`src/rtl/iq_mixer_dac_if.sv`:
```
// iq_mixer_dac_if: NCO stream, baseband I/Q handshake, flag control and DAC output of the mixer
interface iq_mixer_dac_if #(
  parameter int DW = 13,
  parameter int SW = 13,
  parameter int OW = 14
);
  logic nco_valid_i;
  logic signed [DW-1:0] fsin_i, fcos_i;
  logic signed [SW-1:0] i_data_i, q_data_i;
  logic iq_valid_i, iq_ready_o, flags_clr_i;
  logic [OW-1:0] dac_o;
  logic dac_valid_o, sat_o, underrun_o;
  modport master (
    output nco_valid_i, fsin_i, fcos_i, i_data_i, q_data_i, iq_valid_i, flags_clr_i,
    input  iq_ready_o, dac_o, dac_valid_o, sat_o, underrun_o
  );
  modport slave (
    input  nco_valid_i, fsin_i, fcos_i, i_data_i, q_data_i, iq_valid_i, flags_clr_i,
    output iq_ready_o, dac_o, dac_valid_o, sat_o, underrun_o
  );
endinterface

```
`src/rtl/iq_mixer_dac.sv`:
```
// iq_mixer_dac: zero-order-hold I/Q upsampler mixing I*cos - Q*sin into a rounded, saturated DAC stream
module iq_mixer_dac #(
  parameter int DW = 13,
  parameter int SW = 13,
  parameter int OW = 14,
  parameter int SHIFT = 11,
  parameter int HOLD = 4,
  parameter int OFFSET_BINARY = 1
) (
  input  logic clk,
  input  logic reset_n,
  input  logic clken,
  iq_mixer_dac_if.slave bus
);
  localparam int PW = DW + SW;
  localparam int AW = PW + 2;
  localparam int CW = $clog2(HOLD + 1);
  localparam logic [OW-1:0] FLIP = OFFSET_BINARY != 0 ? {1'b1, {(OW-1){1'b0}}} : '0;
  typedef enum logic {IDLE, RUN} state_t;
  state_t state, state_d;
  logic signed [SW-1:0] cur_i, cur_q, nxt_i, nxt_q;
  logic nxt_full, accept, beat, last, load, underrun_set;
  logic [CW-1:0] cnt;
  logic signed [PW-1:0] p_i, p_q;
  logic signed [PW:0] sum;
  logic signed [AW-1:0] sh;
  logic v1, v2, hi, lo, dac_valid, sat, underrun;
  logic [OW-1:0] dac, sat_val;
  assign accept = bus.iq_valid_i & ~nxt_full;
  assign beat = clken & bus.nco_valid_i;
  assign last = cnt == CW'(HOLD - 1);
  // accept needs nxt empty and a transfer needs nxt full, so the two never collide
  always_comb begin
    load = state == IDLE ? clken & nxt_full : beat & last & nxt_full;
    underrun_set = (state == RUN) & beat & last & ~nxt_full;
    state_d = load ? RUN : underrun_set ? IDLE : state;
  end
  always_ff @(posedge clk or negedge reset_n)
    if (!reset_n) state <= IDLE;
    else state <= state_d;
  always_ff @(posedge clk or negedge reset_n) begin
    if (!reset_n) begin
      nxt_full <= 1'b0;
      nxt_i <= '0;
      nxt_q <= '0;
      cur_i <= '0;
      cur_q <= '0;
      cnt <= '0;
    end else begin
      if (accept) begin
        nxt_i <= bus.i_data_i;
        nxt_q <= bus.q_data_i;
      end
      nxt_full <= accept | (nxt_full & ~load);
      if (load | underrun_set) begin
        cur_i <= load ? nxt_i : '0;
        cur_q <= load ? nxt_q : '0;
      end
      if (load) cnt <= '0;
      else if ((state == RUN) & beat) cnt <= last ? '0 : cnt + CW'(1);
    end
  end
  // round half up, then clip to the DAC range
  always_comb begin
    sh = (AW'(sum) + AW'(2 ** (SHIFT - 1))) >>> SHIFT;
    hi = sh > AW'(2 ** (OW - 1) - 1);
    lo = sh < AW'(-(2 ** (OW - 1)));
    sat_val = hi ? {1'b0, {(OW-1){1'b1}}} : lo ? {1'b1, {(OW-1){1'b0}}} : sh[OW-1:0];
  end
  always_ff @(posedge clk or negedge reset_n) begin
    if (!reset_n) begin
      p_i <= '0;
      p_q <= '0;
      sum <= '0;
      v1 <= 1'b0;
      v2 <= 1'b0;
      dac <= FLIP;
      dac_valid <= 1'b0;
      sat <= 1'b0;
      underrun <= 1'b0;
    end else begin
      if (clken) begin
        p_i <= PW'(cur_i) * PW'(bus.fcos_i);
        p_q <= PW'(cur_q) * PW'(bus.fsin_i);
        sum <= (PW+1)'(p_i) - (PW+1)'(p_q);
        v1 <= bus.nco_valid_i;
        v2 <= v1;
      end
      if (clken & v2) dac <= sat_val ^ FLIP;
      dac_valid <= clken & v2;
      sat <= (clken & v2 & (hi | lo)) | (sat & ~bus.flags_clr_i);
      underrun <= underrun_set | (underrun & ~bus.flags_clr_i);
    end
  end
  assign bus.iq_ready_o = ~nxt_full;
  assign bus.dac_o = dac;
  assign bus.dac_valid_o = dac_valid;
  assign bus.sat_o = sat;
  assign bus.underrun_o = underrun;
endmodule
```
`src/flat_wrapper.sv`:
```
// flat-port wrapper written by rule: the top's interface ports become plain ports
module iq_mixer_dac_flat 
#(
  parameter int DW = 13,
  parameter int SW = 13,
  parameter int OW = 14,
  parameter int SHIFT = 11,
  parameter int HOLD = 4,
  parameter int OFFSET_BINARY = 1
)
  (clk, reset_n, clken, bus_nco_valid_i, bus_fsin_i, bus_fcos_i, bus_i_data_i, bus_q_data_i, bus_iq_valid_i, bus_flags_clr_i, bus_iq_ready_o, bus_dac_o, bus_dac_valid_o, bus_sat_o, bus_underrun_o);
  iq_mixer_dac_if #(.DW(DW), .SW(SW), .OW(OW)) bus_i ();
  input  logic clk;
  input  logic reset_n;
  input  logic clken;
  input wire logic [$bits(bus_i.nco_valid_i)-1:0] bus_nco_valid_i;
  input wire logic [$bits(bus_i.fsin_i)-1:0] bus_fsin_i;
  input wire logic [$bits(bus_i.fcos_i)-1:0] bus_fcos_i;
  input wire logic [$bits(bus_i.i_data_i)-1:0] bus_i_data_i;
  input wire logic [$bits(bus_i.q_data_i)-1:0] bus_q_data_i;
  input wire logic [$bits(bus_i.iq_valid_i)-1:0] bus_iq_valid_i;
  input wire logic [$bits(bus_i.flags_clr_i)-1:0] bus_flags_clr_i;
  output wire logic [$bits(bus_i.iq_ready_o)-1:0] bus_iq_ready_o;
  output wire logic [$bits(bus_i.dac_o)-1:0] bus_dac_o;
  output wire logic [$bits(bus_i.dac_valid_o)-1:0] bus_dac_valid_o;
  output wire logic [$bits(bus_i.sat_o)-1:0] bus_sat_o;
  output wire logic [$bits(bus_i.underrun_o)-1:0] bus_underrun_o;
  assign bus_i.nco_valid_i = bus_nco_valid_i;
  assign bus_i.fsin_i = bus_fsin_i;
  assign bus_i.fcos_i = bus_fcos_i;
  assign bus_i.i_data_i = bus_i_data_i;
  assign bus_i.q_data_i = bus_q_data_i;
  assign bus_i.iq_valid_i = bus_iq_valid_i;
  assign bus_i.flags_clr_i = bus_flags_clr_i;
  assign bus_iq_ready_o = bus_i.iq_ready_o;
  assign bus_dac_o = bus_i.dac_o;
  assign bus_dac_valid_o = bus_i.dac_valid_o;
  assign bus_sat_o = bus_i.sat_o;
  assign bus_underrun_o = bus_i.underrun_o;
  iq_mixer_dac #(.DW(DW), .SW(SW), .OW(OW), .SHIFT(SHIFT), .HOLD(HOLD), .OFFSET_BINARY(OFFSET_BINARY)) u_core (.clk(clk), .reset_n(reset_n), .clken(clken), .bus(bus_i));
endmodule
```
`config.mk`:
```
export PLATFORM = sky130hd
export DESIGN_NAME = iq_mixer_dac_flat
export DESIGN_NICKNAME = d
export VERILOG_FILES = /design/src/rtl/iq_mixer_dac_if.sv /design/src/rtl/iq_mixer_dac.sv /design/src/flat_wrapper.sv
export SDC_FILE = /design/constraint.sdc
export NUM_CORES = 1
export LEC_CHECK = 0
export ABC_AREA = 1
export CORE_MARGIN = 1.5
export CORE_UTILIZATION = 60
export DETAILED_ROUTE_END_ITERATION = 8
export PLACE_DENSITY = 0.84
export SKIP_LAST_GASP = 1
export SLEW_MARGIN = 20
export SYNTH_ARGS = -nofsm -noshare
export SYNTH_HDL_FRONTEND = slang
export SYNTH_SLANG_ARGS = --single-unit
```
`constraint.sdc`:
```
create_clock -name clk -period 6.1 [get_ports clk]
set_input_delay 1.22 -clock clk [delete_from_list [all_inputs] [get_ports clk]]
set_output_delay 1.22 -clock clk [all_outputs]
set_load 0.01 [all_outputs]
```
# After elaboration in Yosys (flattened, before gate mapping)
# Index checks and enable logic that the tools add are counted.
[totals]
ff_bits = 155
input_bits = 58
output_inout_bits = 18
word_cells = 58
[op_classes]
add_sub_neg = 3
mul = 2
order_cmp = 2
eq_ne = 1
n_mux = 10
bitwise = 22
n_reduce_logical = 2
[ops]
columns = ["cell", "n"]
rows = [
  ["$mul 13x13->26", 2],
  ["$add 27x12->28 const B", 1],
  ["$mux 14", 2],
  ["$sub 26x26->27", 1],
  ["$mux 13", 2],
  ["$gt 17x14->1 const B", 1],
  ["$lt 17x14->1 const B", 1],
  ["$and 1x1->1", 13],
  ["$mux 3", 3],
  ["$or 1x1->1", 5],
  ["$not 1->1", 4],
  ["$reduce_bool 2->1", 2],
  ["$add 3x1->3 const B", 1],
  ["$eq 3x2->1 const B", 1],
  ["$mux 1", 3],
]

# Logic depth before layout (Yosys ltp)
# Gate-level depths: netlist of run 1.
[depth]
depth_word = 7
depth_mapped = 28
mapped_depth_nobuf = 27

# Least setup slack after synthesis of run 1
# Ideal clock, no wire load.
[synth_timing]
path_type = "in2reg"
startpoint = "input port bus_fsin_i[10]"
endpoint = "register u_core.p_q[19]"
setup_time_ps = 118
arrival_ps = 5814
required_time_ps = 5982
setup_slack_ps = 168
stages = 19
path_buffers = 1
path_cell_list = "clkbuf_1 > nand2_1 > fa_1 > fa_1 > inv_1 > fa_1 > fa_1 > fa_1 > fa_1 > ha_1 > nand2_1 > nand2_1 > a21oi_1 > nor2_1 > nor2_1 > nand2_1 > or2_1 > nand3_1 > nand2_1"
[synth_between]
elab_chain_len = 1
[synth_rtl]
columns = ["element", "line", "source"]
rows = [
  ["from (decl)", "flat_wrapper.sv:17", "input wire logic [$bits(bus_i.fsin_i)-1:0] bus_fsin_i;"],
  ["$mul 13x13->26", "iq_mixer_dac.sv:84", "p_q <= PW'(cur_q) * PW'(bus.fsin_i);"],
  ["to (signal assigned)", "iq_mixer_dac.sv:84", ""],
  ["to (decl)", "iq_mixer_dac.sv:24", "logic signed [PW-1:0] p_i, p_q;"],
]
# No other way between the ends.
# A chain may end at the register's enable or synchronous reset.

# Worst setup path in the final report of run 1
[layout_timing]
startpoint = "input port bus_fcos_i[2]"
endpoint = "register u_core.p_i[19]"
[layout_between]
elab_chain_len = 1
[layout_rtl]
columns = ["element", "line", "source"]
rows = [
  ["from (decl)", "flat_wrapper.sv:18", "input wire logic [$bits(bus_i.fcos_i)-1:0] bus_fcos_i;"],
  ["$mul 13x13->26", "iq_mixer_dac.sv:83", "p_i <= PW'(cur_i) * PW'(bus.fcos_i);"],
  ["to (signal assigned)", "iq_mixer_dac.sv:83", ""],
  ["to (decl)", "iq_mixer_dac.sv:24", ""],
]
# No other way between the ends.

==> results of run 1 <==
==> worst max path at each step <==
stage                    from                         end  cells past startpoint
2_1_floorplan  bus_fsin_i[10]  u_core.p_q[19]$_DFFE_PN0P_                     19
3_3_place_gp    bus_fsin_i[9]  u_core.p_q[25]$_DFFE_PN0P_                     20
3_5_place_dp    bus_fsin_i[3]  u_core.p_q[22]$_DFFE_PN0P_                     24
4_1_cts        bus_fsin_i[10]  u_core.p_q[25]$_DFFE_PN0P_                     20
5_1_grt         bus_fsin_i[7]  u_core.p_q[23]$_DFFE_PN0P_                     24
6_report        bus_fcos_i[2]  u_core.p_i[19]$_DFFE_PN0P_                     22
==> worst max-delay path: stages <==
cell and delay [ns]:
clkdlybuf4s50_1 0.43, buf_6 0.15, nand2_1 0.09, inv_1 0.08, fa_1 0.55, inv_1 0.08, fa_1 0.50, inv_1 0.05
fa_1 0.53, fa_1 0.44, fa_1 0.50, fa_2 0.60, ha_4 0.22, nand2_1 0.08, nand2_2 0.06, a21oi_2 0.16
nor2_1 0.05, nor2_1 0.08, nand2_1 0.07, or2_1 0.20, nand3_1 0.06, nand2_1 0.05
==> registers in the layout, summed over array words and instances, names as in the netlist, 3 cells and up <==
name              cells
u_core.nxt_q         13
u_core.bus.dac_o     14
u_core.p_i           26
u_core.p_q           26
u_core.nxt_i         13
u_core.cnt            3
u_core.cur_i         13
u_core.cur_q         13
u_core.sum           17
==> cell usage after synthesis, types with 5 or more instances <==
master / count / share of area
nand4_1: 23 / 0.0068
ha_1: 161 / 0.095
a21oi_1: 99 / 0.023
o21ai_0: 72 / 0.017
nor3_1: 15 / 0.0035
fa_1: 324 / 0.31
dfrtp_1: 144 / 0.17
xor2_1: 18 / 0.0074
xnor2_1: 20 / 0.0082
o22ai_1: 28 / 0.0082
nor2_1: 152 / 0.027
nand2_1: 821 / 0.15
nand2_2: 6 / 0.0018
nand3_1: 93 / 0.022
nand3b_1: 13 / 0.0046
o21ai_1: 5 / 0.0012
clkbuf_1: 69 / 0.012
inv_1: 712 / 0.13
==> repair_timing <==
item / 4_1_cts / 5_1_grt
resized for setup: 5 / 113
buffers inserted: 0 / 8
endpoints found under the setup margin: 6 / 31
pin swaps: 0 / 29
==> metal layers <==
layer  GRT usage  up-vias  share of wire
met5           0        -              0
met1       0.399     8905           0.42
met2       0.562      628           0.49
li1            -     8703              -
met3      0.0487      107          0.063
met4      0.0889        0          0.024
==> cells by family (layout without fill, tap and decap cells) <==
family,count (synthesis),in the layout,synth area share
buffers and inverters,794,999,0.141
flip-flops,145,145,0.171
AND/OR/NAND/NOR,1143,1143,0.218
adder cells (fa/ha/maj),485,485,0.400
XOR/XNOR,39,39,0.0164
AO/OA/AOI/OAI,215,215,0.0535
==> per-stage QoR <==
stage,util,area [um2]
after detailed placement,0.679,23600
after global routing,0.713,24800
final,0.713,24800
after global placement,0.679,23600
after floorplan,-,21300
after CTS,0.695,24100
==> cell type report <==
cell class | instances | area share
clock buffer | 19 | 0.0175
clock inverter | 13 | 0.00617
inverter | 716 | 0.109
multi-input combinational | 1882 | 0.611
sequential | 145 | 0.147
tap | 455 | 0.0230
timing repair buffer | 251 | 0.0872
==> flow_summary.json, run 1 <==
{
  "status": "finished clean",
  "rsz0062_at_grt": "true",
  "dp_slack_ns": -0.539,
  "antenna_cells": 0,
  "nets": 3556,
  "start_util": 0.612,
  "multi_input_area_um2": 15100,
  "core_area_um2": 34700,
  "die_h_um": 191,
  "cts_buffer_depth": 2,
  "cts_root_buf": "clkbuf_16",
  "viasPerCell": 5.27,
  "clock-sinks": 145,
  "grt_pass1_wl_um": 91500,
  "hold_path_class": "flip-flop to flip-flop",
  "slew_violations": 0,
  "rows": 68,
  "yosys_register_bits": 145,
  "drtPass1Iterations": 7,
  "worst_pin_slew_ns": 1.04,
  "critPathLaunchType": "input pin",
  "dp.cells": 3441,
  "grt_pass1_vias": 19500,
  "ctsHoldBuffers": 0,
  "antenna_found_initial": 1,
  "vias": 18300,
  "dp_hpwl_um": 44100,
  "reg2reg_depth": 21,
  "routed_wl_um": 54600,
  "min_period_over_period": 0.973,
  "areaGrowthSynthToFinish_pct": 16.5,
  "htreeDepth": 4,
  "final_cell_mix": "nand2_1 (809), inv_1 (708), fa_1 (319)",
  "crit_fanout": 7,
  "die_w_um": 191,
  "fill_cells": 2694,
  "wl_per_cell_um": 15.7,
  "ys_warn_count": 0,
  "whs_ns": 0.477,
  "hold_start": "u_core.bus.dac_o[11]$_DFFE_PN0P_",
  "r2r_setup_slack_ns": 0.66,
  "grtUsageTotal": 0.316,
  "worst_slack_ns": 0.165,
  "r2r-start": "u_core.cur_q[12]$_DFFE_PN0P_",
  "ant_nets": 0,
  "final_common_cell": "nand2_1",
  "setup-violations-final": 0,
  "fmax_ghz": 0.168,
  "cts_tree": "yes",
  "required_ns": 6.44,
  "numPortBuffers": 75,
  "drt_iter0_drc": 1140,
  "synth_edf_count": 0,
  "clkTransAtPathRegs_ns": 0.06,
  "die_area_um2": 36600,
  "min_period_ns": 5.94,
  "grt_max_degree": 109,
  "seq_area_um2": 3630,
  "place.gp.congestion": 0.938,
  "cts_inserted_buffers": 17,
  "worstSetupEndpointType": "flip-flop",
  "r2r_end": "u_core.p_q[22]$_DFFE_PN0P_",
  "finalNonFillerCells": 3481,
  "arrival_ns": 6.28,
  "skew_ns": 0.0145,
  "hold_violations": 0,
  "yosysUniqueCellTypes": 41,
  "clock_latency_ns": 0.46,
  "critPathKind": "input pin to flip-flop",
  "drc_errors": 0,
  "syn_area_um2": 21300,
  "async_flop_share": 1.00,
  "syn_avg_cell_area_um2": 7.53,
  "netlist_instances": 2821,
  "drive_above_1_share": 0.105,
  "io_pins": 76,
  "grt_overflow": 0,
  "tns_ns": 0,
  "yosysSeqAreaShare": 0.171,
  "ys.flop_type": "dfrtp_1",
  "hold_end": "u_core.bus.dac_o[11]$_DFFE_PN0P_",
  "synth_nets": 3364,
  "min_path_cells": 2,
  "drv_cap": 0,
  "max-slew-margin-rel": 0.308
}
Power of run 1 is left out: the tool's default activity adds up to more than one toggle a clock period on the data nets, which glitch-free logic cannot reach.
==> inputs of run 2 (changes only) <==
--- a/config.mk
+++ b/config.mk
@@ -9,7 +9,7 @@
 export CORE_MARGIN = 1.5
 export CORE_UTILIZATION = 60
 export DETAILED_ROUTE_END_ITERATION = 8
-export PLACE_DENSITY = 0.84
+export PLACE_DENSITY = 0.82
 export SKIP_LAST_GASP = 1
 export SLEW_MARGIN = 20
 export SYNTH_ARGS = -nofsm -noshare
==> run 2 against run 1 <==
  * Core utilization increased by 0.50 points
  * Worst hold slack improved by 0.00071 ns
  * Count of clock-buffer cells in the layout decreased by 1
  * Critical path type unchanged
  * Register-to-register slack got worse by 0.05 ns
  * Die area unchanged
  * Routed wire length decreased by 0.68%
==> flow_summary.json, run 2 (synthesis gave the netlist of run 1 again) <==
{
  "status": "finished clean",
  "whs_ns": 0.478,
  "slew_violations": 0,
  "fmax_ghz": 0.168,
  "drtPass1Iterations": 7,
  "final_cell_mix": "nand2_1 (809), inv_1 (706), fa_1 (314)",
  "dp_hpwl_um": 43700,
  "cp_slowest_cell": "clkdlybuf4s50_1",
  "setup-violations-final": 0,
  "cts_tree": "yes",
  "final_common_cell": "nand2_1",
  "place.gp.congestion": 0.932,
  "core_area_um2": 34700,
  "ant_nets": 0,
  "multi_input_area_um2": 15200,
  "grt_pass1_wl_um": 90600,
  "arrival_ns": 6.27,
  "rsz0062_at_grt": "true",
  "io_pins": 76,
  "worst_pin_slew_ns": 0.912,
  "drc_errors": 0,
  "viasPerCell": 5.27,
  "wl_per_cell_um": 15.5,
  "crit_fanout": 8,
  "min_period_over_period": 0.974,
  "die_h_um": 191,
  "max-slew-margin-rel": 0.392,
  "clock_latency_ns": 0.44,
  "critPathLaunchType": "input pin",
  "seq_area_um2": 3630,
  "drv_cap": 0,
  "required_ns": 6.43,
  "grtUsageTotal": 0.312,
  "drive_above_1_share": 0.113,
  "numPortBuffers": 75,
  "cts_root_buf": "clkbuf_16",
  "start_util": 0.612,
  "antenna_cells": 0,
  "cts_inserted_buffers": 17,
  "ctsHoldBuffers": 0,
  "cts_buffer_depth": 2,
  "antenna_found_initial": 0,
  "fill_cells": 2657,
  "clkTransAtPathRegs_ns": 0.06,
  "grt_overflow": 0,
  "die_area_um2": 36600,
  "hold_violations": 0,
  "grt_pass1_vias": 19400,
  "clock-sinks": 145,
  "crit_top_cell": "fa_1",
  "worstSetupEndpointType": "flip-flop",
  "die_w_um": 191,
  "nets": 3570,
  "min_period_ns": 5.94,
  "grt_max_degree": 80,
  "vias": 18400,
  "drt_iter0_drc": 1090,
  "routed_wl_um": 54200,
  "slowest_delay_ns": 0.51,
  "top_regs": "u_core.p_i x26, u_core.p_q x26, u_core.sum x17",
  "crit_chain": "clkdlybuf4s50_1 -> clkinv_1 -> buf_4 -> buf_4 -> nor2_1 -> fa_1 -> fa_1 -> fa_1 -> fa_1 -> fa_1 -> ha_1 -> ha_1 -> nand2_1 -> inv_1 -> nand2_1 -> nor3_2 -> nand4_1 -> nand3_1 -> nand2_1 -> nand3_1 -> nand2_1",
  "htreeDepth": 4,
  "rows": 68,
  "critPathKind": "input pin to flip-flop",
  "areaGrowthSynthToFinish_pct": 17.3,
  "hold_path_class": "flip-flop to flip-flop",
  "skew_ns": 0.0105
}
run 2: path summary, 6_finish.rpt:
check                                                      from                         endpoint  slack (ns)  cells after the start
min in group asynchronous                               reset_n       u_core.bus.sat_o$_DFF_PN0_        0.82                      1
worst max-delay path                             bus_fcos_i[12]       u_core.p_i[23]$_DFFE_PN0P_        0.16                     21
worst min-delay path            u_core.bus.dac_o[2]$_DFFE_PN0P_  u_core.bus.dac_o[2]$_DFFE_PN0P_        0.48                      2
max in group asynchronous                               reset_n     u_core.nxt_i[12]$_DFFE_PN0P_        3.90                      2
worst max register to register     u_core.cur_q[12]$_DFFE_PN0P_       u_core.p_q[24]$_DFFE_PN0P_        0.61                     21
worst min register to register  u_core.bus.dac_o[2]$_DFFE_PN0P_  u_core.bus.dac_o[2]$_DFFE_PN0P_        0.48                      2
run 2: layout make-up:
class                   instances  share of cell area
repair buffers                265              0.0922
inverters                     716               0.108
multi-input cells            1882               0.609
clock buffers                  18              0.0176
clock inverters                14             0.00497
flip-flops and latches        145               0.146
well taps                     455              0.0228
run 2: routing by layer:
layer | track usage | up-vias | wire (um)
met3 | 0.0523 | 114 | 3260
met2 | 0.542 | 618 | 26800
met1 | 0.400 | 8956 | 22800
met4 | 0.0919 | 0 | 1340
li1 | - | 8738 | -
met5 | 0 | - | 0
run 2: stage by stage:
| step | instances | util | setup slack [ns] | setup TNS (ns) | instance area, um2 |
|---|---|---|---|---|---|
| after detailed placement | 3444 | 0.679 | -0.549 | -12.75 | 23600 |
| after CTS | 3476 | 0.695 | 0.00957 | 0 | 24100 |
| final | 3495 | 0.718 | 0.159 | 0 | 24900 |
| after global placement | 3444 | 0.679 | -0.454 | -9.09 | 23600 |
| after global routing | 3495 | 0.718 | -0.0691 | -0.239 | 24900 |
| after floorplan | 2821 | - | 0.168 | 0 | 21300 |
run 2: critical path, delay by kind of cell:
| family | cells | cell delay (ns) |
|---|---|---|
| fa+ha+maj | 7 | 2.94 |
| simple gates | 9 | 1.07 |
| buf+inv | 5 | 1.02 |
run 2: repair_timing:
action	4_1_cts	5_1_grt
pin swaps	0	45
resized for setup	4	135
setup endpoints to repair	6	31
setup buffers	0	19
Power of run 2 is left out for the same reason.
==> inputs of run 3 (changes only) <==
--- a/config.mk
+++ b/config.mk
@@ -6,7 +6,6 @@
 export NUM_CORES = 1
 export LEC_CHECK = 0
 export ABC_AREA = 1
-export CORE_MARGIN = 1.5
 export CORE_UTILIZATION = 60
 export DETAILED_ROUTE_END_ITERATION = 8
 export PLACE_DENSITY = 0.82
==> run 3 against run 2 <==
  * First-iteration DRC count up 3.7%
  * Highest routed layer unchanged
  * Critical path type unchanged
  * Final cell count shrank 0.31%
  * Largest cell class unchanged
  * Register-to-register slack better by 0.02 ns
  * Global-route usage up 0.33 points
==> flow_summary.json, run 3 (synthesis gave the netlist of run 1 again) <==
{
  "status": "finished clean",
  "clock_latency_ns": 0.46,
  "ctsHoldBuffers": 0,
  "crit_fanout": 7,
  "hold_violations": 0,
  "crit_chain": "clkdlybuf4s50_1 -> nand2_1 -> fa_1 -> fa_1 -> buf_6 -> fa_1 -> inv_1 -> fa_1 -> inv_1 -> fa_1 -> inv_1 -> ha_1 -> ha_1 -> buf_4 -> a21oi_2 -> o21ai_0 -> a21oi_1 -> nand3_2 -> inv_1 -> nand2_1 -> nand3_1 -> nand2_1",
  "drc_errors": 0,
  "rsz0062_at_grt": "true",
  "max-slew-margin-rel": 0.264,
  "dp_hpwl_um": 44000,
  "drt_iter0_drc": 1130,
  "final_cell_mix": "nand2_1 (813), inv_1 (706), fa_1 (319)",
  "grtUsageTotal": 0.315,
  "nets": 3559,
  "top_regs": "u_core.p_i x26, u_core.p_q x26, u_core.sum x17",
  "antenna_found_initial": 0,
  "ant_nets": 0,
  "htreeDepth": 4,
  "required_ns": 6.43,
  "core_area_um2": 34700,
  "drtPass1Iterations": 5,
  "cts_buffer_depth": 2,
  "start_util": 0.612,
  "rows": 68,
  "antenna_cells": 0,
  "grt_overflow": 0,
  "clock-sinks": 145,
  "critPathKind": "input pin to flip-flop",
  "tns_ns": 0,
  "crit_top_cell": "fa_1",
  "io_pins": 76,
  "drv_cap": 0,
  "worst_pin_slew_ns": 1.10,
  "fmax_ghz": 0.166,
  "setup-violations-final": 0,
  "routed_wl_um": 54400,
  "grt_pass1_vias": 19300,
  "grt_pass1_wl_um": 90300,
  "cp_slowest_cell": "fa_1",
  "numPortBuffers": 75,
  "slew_violations": 0,
  "worstSetupEndpointType": "flip-flop",
  "die_h_um": 190,
  "drive_above_1_share": 0.103,
  "areaGrowthSynthToFinish_pct": 16.3,
  "arrival_ns": 6.35,
  "cts_root_buf": "clkbuf_16",
  "min_period_over_period": 0.987,
  "place.gp.congestion": 0.960,
  "final_common_cell": "nand2_1",
  "hold_path_class": "flip-flop to flip-flop",
  "skew_ns": 0.0179,
  "grt_max_degree": 78,
  "clkTransAtPathRegs_ns": 0.07,
  "critPathLaunchType": "input pin",
  "slowest_delay_ns": 0.60,
  "wl_per_cell_um": 15.6,
  "vias": 18400,
  "die_area_um2": 36200,
  "min_period_ns": 6.02,
  "viasPerCell": 5.27,
  "die_w_um": 190,
  "cts_tree": "yes",
  "cts_inserted_buffers": 17
}
==> run 3: final cells by class <==
class / count / area, um2
well taps: 455 / 569
inverters: 716 / 2690
fillers: 2698 / 9990
repair buffers: 254 / 2200
flip-flops and latches: 145 / 3630
multi-input cells: 1882 / 15000
clock inverters: 15 / 166
clock buffers: 17 / 425
==> run 3: final timing paths <==
kind / start / cells after the start / slack (ns) / to
setup reg to reg: u_core.cur_i[12]$_DFFE_PN0P_ / 21 / 0.63 / u_core.p_i[25]$_DFFE_PN0P_
max in group asynchronous: reset_n / 2 / 3.94 / u_core.cur_q[2]$_DFFE_PN0P_
hold reg to reg: u_core.bus.dac_o[6]$_DFFE_PN0P_ / 2 / 0.48 / u_core.bus.dac_o[6]$_DFFE_PN0P_
min in group asynchronous: reset_n / 1 / 0.79 / u_core.bus.dac_o[2]$_DFFE_PN0P_
hold / removal: u_core.bus.dac_o[6]$_DFFE_PN0P_ / 2 / 0.48 / u_core.bus.dac_o[6]$_DFFE_PN0P_
setup / recovery: bus_fcos_i[3] / 22 / 0.08 / u_core.p_i[25]$_DFFE_PN0P_
==> run 3: worst max-delay path: cells and delay by family <==
family          cells  cell delay [ns]
simple gates        5             0.41
compound gates      3             0.51
fa+ha+maj           7             3.15
buf+inv             7             1.05
==> run 3: repair_timing <==
action / CTS / global route
gates cloned: 0 / 1
resized for setup: 5 / 98
pin swaps: 0 / 29
setup buffers: 0 / 8
setup endpoints to repair: 6 / 31
==> run 3: metrics by stage <==
step / area [um2] / cells / utilization / hold slack [ns] / setup WS, ns
final: 24700 / 3484 / 0.712 / 0.484 / 0.0817
after global placement: 23600 / 3443 / 0.679 / 0.462 / -0.429
after detailed placement: 23600 / 3443 / 0.679 / 0.467 / -0.579
after global routing: 24700 / 3484 / 0.712 / 0.502 / -0.107
after floorplan: 21300 / 2821 / - / 0.446 / 0.168
after CTS: 24100 / 3475 / 0.696 / 0.485 / -0.0258
==> run 3: metal layers <==
layer | up-vias | routed length, um | global-route usage
met5 | - | 0 | 0
met4 | 0 | 1320 | 0.101
met3 | 99 | 3170 | 0.0408
met2 | 642 | 27100 | 0.549
met1 | 8906 | 22800 | 0.406
li1 | 8709 | - | -
Power of run 3 is left out for the same reason.
==> RTL change: new RTL, flow settings as in run 1 <==
`DW` is set to 13 in 3 places; all go to 17.
--- a/src/rtl/iq_mixer_dac_if.sv
+++ b/src/rtl/iq_mixer_dac_if.sv
@@ -1,6 +1,6 @@
 // iq_mixer_dac_if: NCO stream, baseband I/Q handshake, flag control and DAC output of the mixer
 interface iq_mixer_dac_if #(
-  parameter int DW = 13,
+  parameter int DW = 17,
   parameter int SW = 13,
   parameter int OW = 14
 );
--- a/src/rtl/iq_mixer_dac.sv
+++ b/src/rtl/iq_mixer_dac.sv
@@ -1,6 +1,6 @@
 // iq_mixer_dac: zero-order-hold I/Q upsampler mixing I*cos - Q*sin into a rounded, saturated DAC stream
 module iq_mixer_dac #(
-  parameter int DW = 13,
+  parameter int DW = 17,
   parameter int SW = 13,
   parameter int OW = 14,
   parameter int SHIFT = 11,
--- a/src/flat_wrapper.sv
+++ b/src/flat_wrapper.sv
@@ -1,7 +1,7 @@
 // flat-port wrapper written by rule: the top's interface ports become plain ports
 module iq_mixer_dac_flat 
 #(
-  parameter int DW = 13,
+  parameter int DW = 17,
   parameter int SW = 13,
   parameter int OW = 14,
   parameter int SHIFT = 11,
Interface: changed (resized bus_fcos_i and bus_fsin_i); port bits go from 76 to 84. No check against the original RTL was run, so the function may have changed too.
==> RTL change against run 1 <==
The run now ends with DRC, setup timing left; setup slack worse by 0.38 ns; design area grew 20%; synthesized area increased by 18%; critical path depth increased by 3; wire length increased by 33%; sequential share of layout area is 1.5 points lower; sequential cell count rose by 12.
Power is not shown: default switching activity piles up to over one toggle a cycle in this logic, so the estimate is an artifact.
==> RTL change: results (changes against run 1) <==
global placement routability congestion=1.04 (+11%); worst setup margin=-0.213 ns (-0.377 ns); sequential cell area share=0.132 (-0.0148); pre-CTS worst setup slack=-0.742 ns (-0.203 ns); final setup vio count=3 (+3); worst r2r src=u_core.cur_i[12]$_DFFE_PN0P_; fraction of layout cells with a size suffix above 1=0.156 (+0.0511); status=finished, violations left; CTS clock-pin slew for the worst setup and hold paths=0.08 ns (+0.02 ns); All-Layer GR Usage=0.322 (+0.00610); sequential area share after synthesis=0.157 (-0.0139); top flop regs=u_core.p_i: 30 flops, u_core.p_q: 30 flops, u_core.sum: 21 flops; Starting DRT DRC Count=2125 (+86%); initial antenna violation count=0 (-1); vias per cell=5.63 (+6.8%); # DRC=3 (+3); largest net degree at the start of global routing=72 (-34%); CP max FO=8 (+1); vias in the first global route=23200 (+19%); failing checks=DRC, setup timing; Final clock-cell share=0.0205 (-0.00318); Hold Path Sink=u_core.p_q[17]$_DFFE_PN0P_; Port Buf Inserts=83 (+11%); FP Rows=74 (+8.8%); Compound-Gate Fraction of Synth Area=0.0657 (+0.0122)
## RTL change: metal layers
metal	vias up	wire (um)	track usage
met4	0	4290	0.135
met1	11000	27700	0.414
li1	10100	-	-
met3	362	6140	0.0545
met2	1289	34500	0.543
met5	-	0	0
## RTL change: worst max-delay path, stage by stage
cell and delay, ns:
clkdlybuf4s50_1 0.47, buf_6 0.13, buf_6 0.13, nand2_1 0.09
fa_1 0.58, inv_1 0.06, fa_1 0.50, inv_1 0.05
fa_1 0.53, inv_2 0.07, fa_1 0.56, inv_1 0.06
fa_1 0.38, inv_1 0.15, ha_4 0.23, ha_4 0.28
buf_6 0.12, clkinvlp_4 0.13, o31ai_4 0.31, a21oi_2 0.07
nand2_1 0.16, inv_1 0.09, nand2_1 0.11, nand3_1 0.11
nand2_1 0.10
## RTL change: stage by stage
step	utilization	std cells	cell area [um2]
global route	0.727	4042	29800
floorplan	-	3239	25100
global placement	0.686	4001	28100
finish	0.727	4042	29800
CTS	0.708	4037	29000
detailed placement	0.686	4001	28100
